**config.mk**
```make
export PLATFORM = sky130hd
export DESIGN_NAME = rng_address
export DESIGN_NICKNAME = d
export VERILOG_FILES = /design/src/rtl/rng_address.sv
export SDC_FILE = /design/constraint.sdc
export NUM_CORES = 1
export LEC_CHECK = 0
export ABC_CLOCK_PERIOD_IN_PS = 7700
export CAP_MARGIN = 25
export CORE_MARGIN = 2
export CORE_UTILIZATION = 56
export DETAILED_ROUTE_END_ITERATION = 10
export HOLD_SLACK_MARGIN = 0.05
export PLACE_DENSITY = 0.89
export SYNTH_ARGS = -nofsm -noshare
export SYNTH_HDL_FRONTEND = slang
export SYNTH_SLANG_ARGS = --single-unit
```
**constraint.sdc**
```tcl
create_clock -name clock -period 7.7 [get_ports clock]
set_input_delay 1.155 -clock clock [delete_from_list [all_inputs] [get_ports clock]]
set_output_delay 1.155 -clock clock [all_outputs]
set_load 0.01 [all_outputs]
```
**src/rtl/rng_address.sv**
```systemverilog
// Free-running 16-bit Fibonacci LFSR plus a small FSM that reduces a captured
// 4-bit random value modulo a candidate count by repeated subtraction.
module rng_address (
   input  logic        clock,
   input  logic        nreset,
   input  logic        start_rng_address,
   input  logic [15:0] betterNeighborCount,
   output logic [15:0] rng_out,
   output logic [15:0] rng_out_4bit,
   output logic [15:0] rng_address_out,
   output logic        done_rng_address,
   output logic [1:0]  fsm_state
);

   // Handshake: a request is accepted on any rising edge where the FSM is IDLE
   // and start_rng_address=1; done_rng_address pulses for one cycle when
   // rng_address_out carries the new result. start is ignored outside IDLE.
   typedef enum logic [1:0] {
      IDLE   = 2'd0,
      REDUCE = 2'd1,
      DONE   = 2'd2
   } state_t;

   localparam logic [15:0] LFSR_SEED = 16'hACE1;

   state_t      state_q, state_d;
   logic [15:0] lfsr_q;
   logic [15:0] v_q, v_d;
   logic [15:0] c_q, c_d;
   logic [15:0] addr_q, addr_d;
   logic        done_q, done_d;
   logic        feedback;

   // Taps for x^16+x^14+x^13+x^11+1 in right-shifting Fibonacci form.
   assign feedback = lfsr_q[0] ^ lfsr_q[2] ^ lfsr_q[3] ^ lfsr_q[5];

   always_ff @(posedge clock or negedge nreset) begin
      if (!nreset) begin
         lfsr_q  <= LFSR_SEED;
         state_q <= IDLE;
         v_q     <= 16'd0;
         c_q     <= 16'd0;
         addr_q  <= 16'd0;
         done_q  <= 1'b0;
      end else begin
         lfsr_q  <= {feedback, lfsr_q[15:1]};
         state_q <= state_d;
         v_q     <= v_d;
         c_q     <= c_d;
         addr_q  <= addr_d;
         done_q  <= done_d;
      end
   end

   always_comb begin
      state_d = state_q;
      v_d     = v_q;
      c_d     = c_q;
      addr_d  = addr_q;
      done_d  = 1'b0;
      case (state_q)
         IDLE: begin
            if (start_rng_address) begin
               v_d = {12'd0, lfsr_q[3:0]};
               c_d = betterNeighborCount;
               if (betterNeighborCount == 16'd0) begin
                  // Empty candidate set: answer 0 straight away.
                  addr_d  = 16'd0;
                  done_d  = 1'b1;
                  state_d = DONE;
               end else begin
                  state_d = REDUCE;
               end
            end
         end
         REDUCE: begin
            if (v_q >= c_q) begin
               v_d = v_q - c_q;
            end else begin
               addr_d  = v_q;
               done_d  = 1'b1;
               state_d = DONE;
            end
         end
         DONE: begin
            state_d = IDLE;
         end
         default: begin
            state_d = IDLE;
         end
      endcase
   end

   assign rng_out          = lfsr_q;
   assign rng_out_4bit     = {12'd0, lfsr_q[3:0]};
   assign rng_address_out  = addr_q;
   assign done_rng_address = done_q;
   assign fsm_state        = state_q;

endmodule

```
==> results.ini <==
[setup_path]
worst_setup_path_start_kind = flip-flop
critPathKind = reg -> reg
crit_arrival_ps = 3390
critPathCaptureType = flip-flop
rr_startpoint = v_q[7]
critPathRequiredTime_ps = 7930
path_max_fanout = 24
crit_start = v_q[7]

[yosys]
netlist_area_sq_um = 3540
ys_types = 57
synth-edff-count = 0
synthTopCellsByArea = dfrtp_1, nand2_1, dfstp_2
avgSynthCellArea_sq_um = 9.79
synth_ff_type = dfrtp_1
yosysWarnings = 0
ys_ff_latch = 67
synth.yosys.seq_area_share = 0.476
syn_inst = 362
synth_top_area_share = 0.417
synth.largest_area_cell = dfrtp_1
synthArstFlopShare = 1.00

[final_layout]
layout-drive-gt1-share = 0.110
diodes = 0
final_common_cell = nand2_1
nets = 451
layout_common_cells = nand2_1, dfrtp_1, clkdlybuf4s50_1, o21ai_0, nor2_1
syn2layout_area_growth_pct = 21.2

[timing]
hold-worst-slack_ps = 370
slew_headroom = 0.334
drv_slew = 0
final.period_utilization = 0.411
clock.fmax_mhz = 316
min_period_ps = 3160
hold_viol = 0
setup_violations = 0
rsz0062_at_grt = no
setup-tns-final_ps = 0
skew_ps = 11.0
worst_pin_slew_ps = 999

[floorplanning]
core_sq_um = 6030
start_util = 0.588
die_h_um = 83.6
die_w_um = 83.6
placement_rows = 28
ios = 70
dieArea_sq_um = 6980

[power]
ir_worst_vdd_mv = 0.237
powerDensity_nw_per_um2 = 419
p_leak_nw = 1.89

[grt]
grt_max_degree = 68
antenna_found_initial = 0
grt_pass1_wl_mm = 13.1
grt_pass1_vias = 2718
groute.usage.overall = 0.236
grt-ovfl-total = 0

[placement]
dp.final_hpwl_mm = 5.67
portBuffers = 57
place_congestion = 0.970

[clocking]
clk_latency_ps = 350
numCtsBuffers = 9
cts_hold_buf = 0
post_cts_resized = 0
clock_path_buffers = 2
tritoncts = yes
cts_setup_buffers = 0
cts_sinks = 67
clk_pin_slew_worst_paths_ps = 80
clockRootBuffer = clkbuf_8
h-tree-depth = 3

[drt]
drcViolationCount = 0
avgRoutedWirePerCell_um = 15.6
drtPass1Iterations = 4
drt_wl_total_mm = 7.74
ant_nets = 0
via_per_inst = 5.59
drtIter0Drc = 155
vias = 2767

[status]
status = finished clean

[worst_hold_path]
hold_path.class = reg -> reg
worstHoldStart = rng_out[11]

[job]
maxCapViolCount = 0

-- registers in the layout, summed over array words and instances, names as in the netlist --
register,count
c_q,16
done_rng_address,1
fsm_state,2
rng_address_out,16
rng_out,16
v_q,16
-- final cells by class --
| cell class | count | area, sq um |
|---|---|---|
| fillers | 447 | 1730 |
| flip-flops and latches | 67 | 1690 |
| multi-input cells | 259 | 1650 |
| repair buffers | 59 | 598 |
| clock buffers | 9 | 124 |
| well taps | 75 | 93.8 |
| clock inverters | 7 | 77.6 |
| inverters | 19 | 71.3 |
-- Yosys cell counts, drive strengths merged, types with 2 or more instances --
master   instances
nor2b            3
or2              2
dfrtp           59
o21ai           35
ha              16
mux2             2
a211oi           3
nor2            24
nor4             5
nor3             5
xnor2            7
a21oi           18
clkbuf           7
inv             19
a2111oi          6
o2111ai          3
nand3            3
o31ai            8
buf             21
nand2b           3
xor2             7
dfstp            8
mux2i            8
a21boi           2
a21o             2
nand2           67
o211ai           2
and3             3
-- stage by stage --
step	setup WS [ps]	power (mW)	std cells	utilization	cell area, sq um
after floorplan	5110	1.24	373	-	3590
after global placement	4210	1.43	478	0.676	4070
after detailed placement	4180	1.48	478	0.676	4070
after CTS	4530	1.78	494	0.709	4270
after global routing	4310	1.94	495	0.713	4300
final	4540	1.80	495	0.713	4300
-- worst max-delay path: stages, from the launching register on --
cell,delay (ps)
dfrtp_1,450
ha_1,400
a21oi_2,210
o21ai_1,140
a2111oi_4,460
a311oi_4,200
nor2_2,800
mux2_1,390
-- layer usage --
metal | vias to the layer above | global-route usage | share of wire
li1 | 1332 | - | -
met1 | 1320 | 0.326 | 0.46
met2 | 104 | 0.366 | 0.46
met3 | 11 | 0.0623 | 0.062
met4 | 0 | 0.0748 | 0.018
met5 | - | 0 | 0
-- kinds of logic (layout without fill, tap and decap cells) --
family                     count (synthesis)  in the layout  synth area share
and+or+nand+nor                          119            119             0.150
other                                      1             12           0.00106
muxes                                     10             10            0.0289
xor gates and xnor gates                  14             14            0.0346
buffers and inverters                     47             94            0.0713
DFF                                       67             67             0.476
AOI/OAI and AO/OA                         87             87             0.176
adders and majority gates                 17             17            0.0621
-- final timing paths --
kind | slack, ps | cells after the start | end
setup / recovery | 4540 | 7 | v_q[3]
hold / removal | 370 | 0 | rng_out[10]
setup reg to reg | 4540 | 7 | v_q[3]
hold reg to reg | 370 | 0 | rng_out[10]
max in group asynchronous | 6190 | 2 | rng_address_out[14]
min in group asynchronous | 980 | 2 | rng_address_out[0]
-- power breakdown --
group          switching (mW)  internal (mW)
clock network           0.145          0.152
logic                   0.585          0.397
registers              0.0640          0.456
total                   0.794           1.01
Power figures use the tool's default switching activity.
